**src/rtl/cipher_pkg.sv**
```systemverilog
// Shared types, default keys and bit-permutation helpers for the stream cipher unit.
// Helpers operate on a MAX_DW-wide container; callers pass their real width in dw.
package cipher_pkg;

  localparam int MAX_DW = 64;
  localparam int IDX_W  = 6;

  // Default keys are stored replicated to MAX_DW so truncation to any DW keeps the byte pattern.
  localparam logic [MAX_DW-1:0] DEF_KEY [16] = '{
    0: {8{8'hA5}},
    1: {8{8'h3C}},
    2: {8{8'h96}},
    default: '0
  };

  typedef enum logic {
    CM_ENC = 1'b0,
    CM_DEC = 1'b1
  } cipher_mode_t;

  // y[i] = x[(5*i+3) mod dw]
  function automatic logic [MAX_DW-1:0] perm_fwd(input logic [MAX_DW-1:0] x, input int dw);
    logic [MAX_DW-1:0] y;
    y = '0;
    for (int i = 0; i < MAX_DW; i++) begin
      if (i < dw) y[IDX_W'(i)] = x[IDX_W'((5 * i + 3) % dw)];
    end
    return y;
  endfunction

  // y[(5*i+3) mod dw] = x[i]
  function automatic logic [MAX_DW-1:0] perm_inv(input logic [MAX_DW-1:0] x, input int dw);
    logic [MAX_DW-1:0] y;
    y = '0;
    for (int i = 0; i < MAX_DW; i++) begin
      if (i < dw) y[IDX_W'((5 * i + 3) % dw)] = x[IDX_W'(i)];
    end
    return y;
  endfunction

endpackage

```
**src/rtl/cipher_key_sched.sv**
```systemverilog
// Key register file plus rotating key pointer; o_cur_key is the key used by a beat accepted this cycle.
module cipher_key_sched
  import cipher_pkg::*;
#(
  parameter  int DW    = 8,
  parameter  int NKEYS = 3,
  parameter  int ROT_W = 3,
  localparam int IW    = $clog2(NKEYS)
) (
  input  logic          clk,
  input  logic          rst,
  input  logic          i_cfg_we,
  input  logic [IW-1:0] i_cfg_idx,
  input  logic [DW-1:0] i_cfg_key,
  input  logic [ROT_W-1:0] i_rot_freq,
  input  logic          i_sync_clr,
  input  logic          i_accept,
  output logic [DW-1:0] o_cur_key,
  output logic [IW-1:0] o_key_ptr
);

  logic [DW-1:0]    r_key [NKEYS];
  logic [IW-1:0]    r_ptr;
  logic [ROT_W-1:0] r_cnt;

  logic [ROT_W:0]   w_cnt_inc;
  logic             w_step;
  logic             w_idx_ok;

  assign w_cnt_inc = {1'b0, r_cnt} + {{ROT_W{1'b0}}, 1'b1};
  // ">=" rather than "==" so a rot_freq lowered below the running count steps on the next accept
  assign w_step    = (i_rot_freq != '0) && (w_cnt_inc >= {1'b0, i_rot_freq});
  assign w_idx_ok  = int'(i_cfg_idx) < NKEYS;

  assign o_cur_key = r_key[r_ptr];
  assign o_key_ptr = r_ptr;

  always_ff @(posedge clk or negedge rst) begin
    if (!rst) begin
      for (int k = 0; k < NKEYS; k++) r_key[k] <= DEF_KEY[k][DW-1:0];
      r_ptr <= '0;
      r_cnt <= '0;
    end else begin
      if (i_cfg_we && w_idx_ok) r_key[i_cfg_idx] <= i_cfg_key;
      if (i_sync_clr) begin
        r_ptr <= '0;
        r_cnt <= '0;
      end else if (i_rot_freq == '0) begin
        r_cnt <= '0;
      end else if (i_accept) begin
        if (w_step) begin
          r_ptr <= (r_ptr == IW'(NKEYS - 1)) ? '0 : r_ptr + IW'(1);
          r_cnt <= '0;
        end else begin
          r_cnt <= w_cnt_inc[ROT_W-1:0];
        end
      end
    end
  end

endmodule

```
**src/rtl/stream_cipher_unit.sv**
```systemverilog
// Two-stage permute/XOR cipher with a rotating key schedule and valid/ready flow control.
// S1 holds the captured beat and its key; S2 is the registered output.
module stream_cipher_unit
  import cipher_pkg::*;
#(
  parameter  int DW    = 8,
  parameter  int NKEYS = 3,
  parameter  int ROT_W = 3,
  localparam int IW    = $clog2(NKEYS)
) (
  input  logic             clk,
  input  logic             rst,
  input  logic             cfg_we,
  input  logic [IW-1:0]    cfg_idx,
  input  logic [DW-1:0]    cfg_key,
  input  logic [ROT_W-1:0] rot_freq,
  input  logic             sync_clr,
  input  logic             in_valid,
  output logic             in_ready,
  input  logic             in_mode,
  input  logic [DW-1:0]    in_data,
  output logic             out_valid,
  input  logic             out_ready,
  output logic [DW-1:0]    out_data
);

  logic         r_s1_v;
  logic [DW-1:0] r_s1_data;
  cipher_mode_t r_s1_mode;
  logic [DW-1:0] r_s1_key;
  logic         r_out_valid;
  logic [DW-1:0] r_out_data;

  logic         w_s2_adv;
  logic         w_s1_adv;
  logic         w_accept;
  logic [DW-1:0] w_cur_key;
  logic [IW-1:0] w_key_ptr;
  logic [DW-1:0] w_fwd;
  logic [DW-1:0] w_inv;
  logic [DW-1:0] w_result;

  // Handshake: a beat moves when valid & ready are both high at a rising edge; a stalled
  // output (out_valid & !out_ready) holds data, and in_ready follows out_ready combinationally.
  assign w_s2_adv  = !r_out_valid || out_ready;
  assign w_s1_adv  = !r_s1_v || w_s2_adv;
  assign in_ready  = w_s1_adv;
  assign w_accept  = in_valid && w_s1_adv;
  assign out_valid = r_out_valid;
  assign out_data  = r_out_data;

  cipher_key_sched #(
    .DW    (DW),
    .NKEYS (NKEYS),
    .ROT_W (ROT_W)
  ) u_key_sched (
    .clk        (clk),
    .rst        (rst),
    .i_cfg_we   (cfg_we),
    .i_cfg_idx  (cfg_idx),
    .i_cfg_key  (cfg_key),
    .i_rot_freq (rot_freq),
    .i_sync_clr (sync_clr),
    .i_accept   (w_accept),
    .o_cur_key  (w_cur_key),
    .o_key_ptr  (w_key_ptr)
  );

  assign w_fwd    = DW'(perm_fwd(MAX_DW'(r_s1_data), DW));
  assign w_inv    = DW'(perm_inv(MAX_DW'(r_s1_data ^ r_s1_key), DW));
  assign w_result = (r_s1_mode == CM_DEC) ? w_inv : (w_fwd ^ r_s1_key);

  always_ff @(posedge clk or negedge rst) begin
    if (!rst) begin
      r_s1_v      <= 1'b0;
      r_s1_data   <= '0;
      r_s1_mode   <= CM_ENC;
      r_s1_key    <= '0;
      r_out_valid <= 1'b0;
      r_out_data  <= '0;
    end else begin
      if (w_s2_adv) begin
        r_out_valid <= r_s1_v;
        if (r_s1_v) r_out_data <= w_result;
      end
      if (w_s1_adv) begin
        r_s1_v <= w_accept;
        if (w_accept) begin
          r_s1_data <= in_data;
          r_s1_mode <= cipher_mode_t'(in_mode);
          r_s1_key  <= w_cur_key;
        end
      end
    end
  end

  logic w_unused;
  assign w_unused = ^w_key_ptr;

endmodule

```
**config.mk**
```make
export PLATFORM = sky130hd
export DESIGN_NAME = stream_cipher_unit
export DESIGN_NICKNAME = d
export VERILOG_FILES = /design/src/rtl/cipher_pkg.sv /design/src/rtl/cipher_key_sched.sv /design/src/rtl/stream_cipher_unit.sv
export SDC_FILE = /design/constraint.sdc
export NUM_CORES = 1
export LEC_CHECK = 0
export CAP_MARGIN = 20
export CORE_MARGIN = 1
export CORE_UTILIZATION = 50
export CTS_CLUSTER_DIAMETER = 60
export DETAILED_ROUTE_END_ITERATION = 6
export GPL_TIMING_DRIVEN = 0
export PLACE_DENSITY_LB_ADDON = 0.08
export SYNTH_ARGS = -nofsm -noshare
export SYNTH_HDL_FRONTEND = slang
export SYNTH_HIERARCHICAL = 1
export SYNTH_SLANG_ARGS = --single-unit
```
**constraint.sdc**
```tcl
create_clock -name clk -period 2.24 [get_ports clk]
set_input_delay 0.336 -clock clk [delete_from_list [all_inputs] [get_ports clk]]
set_output_delay 0.336 -clock clk [all_outputs]
set_load 0.005 [all_outputs]
```
==> flow_metrics.tcl <==
set metrics [dict create \
    cp_slowest_stage_delay_ns 0.50 \
    hold_ws_ns 0.481 \
    crit_path_top_delay_cell "or4_1" \
    fin_ws_ns 0.0800 \
    cts_buffers 5 \
    powerDensity_nw_per_um2 855 \
    ant_nets 0 \
    critPathMaxFanout 4 \
    p_total_mw 2.83 \
    crit_family "simple AND/OR/NAND/NOR gates" \
    ir_drop_uv 436 \
    ys_ff_latch 56 \
    slew_viol_final 0 \
    grt_pass1_wl_um 7910 \
    worstPathRequired_ns 2.48 \
    dieArea_um2 5640 \
    synth-seq-area-share 0.530 \
    overflow 0 \
    drive_gt1_frac 0.313 \
    rr_worst_depth 7 \
    cp_data_arrival_time_ns 2.40 \
    maxCapViolations 0 \
    hold_path_class "in2async" \
    muxShareOfSynthArea 0.203 \
    pre_cts_slack_ns -0.0195 \
    coreArea_um2 5140 \
    nNetsFinal 290 \
    synth_xor_xnor_area_share 0.0557 \
    synth_compound_area_frac 0.0936 \
    die_h_um 75.1 \
    synthCells 210 \
    syn_area_um2 2670 \
    p_leak_nw 1.32 \
    port-buffer-count 37 \
    cp.depth 7 \
    async_flop_share 1.00 \
    setup.worst_path.start_class "flip-flop" \
    tightest_slew_ns 0.699 \
    status "finished, final reports clean" \
    cts_tree "done" \
    finalCritPeriodShare 0.964 \
    initial_core_util 0.520 \
    grt_use_total 0.192 \
    detail_route.wirelength_um 4760 \
    via_count 1747 \
    path_class "reg2reg" \
    grt_pass1_vias 1726 \
    io_pins 38 \
    first_iter_violations 49 \
    clock.fmax_mhz 463 \
    clk_latency_ns 0.31 \
    end_kind "flip-flop" \
    syn_nets 242 \
    viasPerCell 5.31 \
    fin_area_um2 3300 \
    fin_crit_ns 2.16 \
    slew_headroom 0.532 \
    grt_antenna_before_repair 0 \
    path_clk_slew_ns 0.10 \
    hold_viol 0 \
    syn_area_per_cell_um2 12.7 \
    cts-root-buf "clkbuf_8" \
    crit_chain "ha_2, xor2_1, ha_1, nand2_2, o211a_1, or4_1, a21oi_2" \
    routedWlPerCell_um 14.5 \
    antennaDiodeCount 0 \
    remaining_drc_errors 0 \
    yosys.area_share.adder 0.0187 \
    dpl.cell_count 318 \
    gp_congestion 0.881 \
    synth_flop_cell "dfrtp_1" \
    path_buf_inv 0 \
    setup-violations-final 0 \
    num_rows 26 \
    synthToLayoutAreaGrowth_pct 23.6 \
    fin_cells 329 \
    dr.pass1.iters 4 \
    synth_cell_type_count 38 \
    synth-edff-count 0 \
    grt_max_degree 40 \
    cts_buffer_depth 2 \
    clock-skew-final_ns 0.00989 \
    dp_hpwl_um 3430 \
    htreeDepth 2 \
    die_x_um 75.1 \
    synthSimpleGateAreaFrac 0.0754 \
    clock_sinks 56 \
    ys_warn_count 6 \
    placedInstanceArea_um2 3150 \
    synth_top_family_by_area "multiplexers" \
]
[final cells by class]
type	count	area, µm²
fill	442	1840
sequential	56	1420
multi-input combinational	142	1200
timing repair buffer	41	410
tap	70	87.6
clock buffer	6	82.6
buffer	6	41.3
clock inverter	2	38.8
inverter	6	22.5
[report_power, final]
part / leakage (nW) / internal, mW / switching, mW
registers: 0.656 / 1.26 / 0.149
clock network: 0.0614 / 0.366 / 0.317
logic: 0.607 / 0.465 / 0.264
[kinds of logic after synthesis]
kind of cell | count (synthesis)
AOI/OAI and AO/OA | 39
xor gates and xnor gates | 17
adders and majority gates | 4
buffers and inverters | 12
DFF | 56
muxes | 49
and+or+nand+nor | 33
[layer usage]
layer | GRT usage | vias to the layer above | share of wire
met5 | 0 | - | 0
met4 | 0.0629 | 0 | 0.014
met3 | 0.0442 | 5 | 0.033
met2 | 0.327 | 33 | 0.49
met1 | 0.243 | 850 | 0.47
li1 | - | 859 | -
[final timing paths]
kind	start	end	slack, ns
hold / removal	rst	out_data[5]	0.48
setup / recovery	u_key_sched/r_cnt[0]	u_key_sched/o_key_ptr[0]	0.08
min in group clk	u_key_sched/r_key[9]	u_key_sched/r_key[9]	0.51
hold reg to reg	u_key_sched/r_key[9]	u_key_sched/r_key[9]	0.51
max in group asynchronous	rst	u_key_sched/r_key[10]	1.15
setup reg to reg	u_key_sched/r_cnt[0]	u_key_sched/o_key_ptr[0]	0.08
[cell usage in the layout, fill, tap and decap left out, types with 4 or more instances in the layout]
cell / synthesis / final
xnor2_1: 16 / 16
mux2_2: 41 / 41
o221ai_1: 8 / 8
clkbuf_8: 0 / 6
o21ai_0: 18 / 18
dfrtp_1: 44 / 43
clkdlybuf4s50_1: 0 / 36
nand2_1: 11 / 10
dfstp_2: 12 / 12
buf_2: 3 / 4
mux2i_1: 8 / 8
inv_1: 6 / 6
a21oi_1: 6 / 5
[state kept, by name, summed over array words and instances, names as in the netlist]
register / cells
u_key_sched/o_key_ptr: 2
r_s1_data: 8
out_data: 8
out_valid: 1
u_key_sched/r_cnt: 3
r_s1_mode: 1
u_key_sched/r_key: 24
r_s1_v: 1
r_s1_key: 8
[Yosys cell counts, drive strengths merged (2+ instances only)]
master / n / area share
dfrtp: 44 / 0.41
mux2: 41 / 0.17
o21ai: 18 / 0.034
xnor2: 16 / 0.052
dfstp: 12 / 0.12
nand2: 12 / 0.018
mux2i: 8 / 0.030
o221ai: 8 / 0.026
a21oi: 6 / 0.011
inv: 6 / 0.0084
buf: 5 / 0.014
ha: 4 / 0.019
nand3b: 4 / 0.013
nand3: 3 / 0.0056
nor3: 3 / 0.0056
nor2b: 2 / 0.0075
[through the flow]
step                      utilization  TNS [ns]
after floorplan                     -         0
after global placement          0.609    -42.10
final                           0.643         0
after CTS                       0.638         0
after global routing            0.643   -0.0422
after detailed placement        0.612   -0.0195
[timing repair]
item | in CTS | in global routing
resized for setup | 0 | 5
endpoints found under the hold margin | 17 | 0
hold buffers | 1 | 0
setup endpoints to repair | 0 | 2
setup buffers | 0 | 2
No activity file was read; power rests on OpenSTA's default activity.
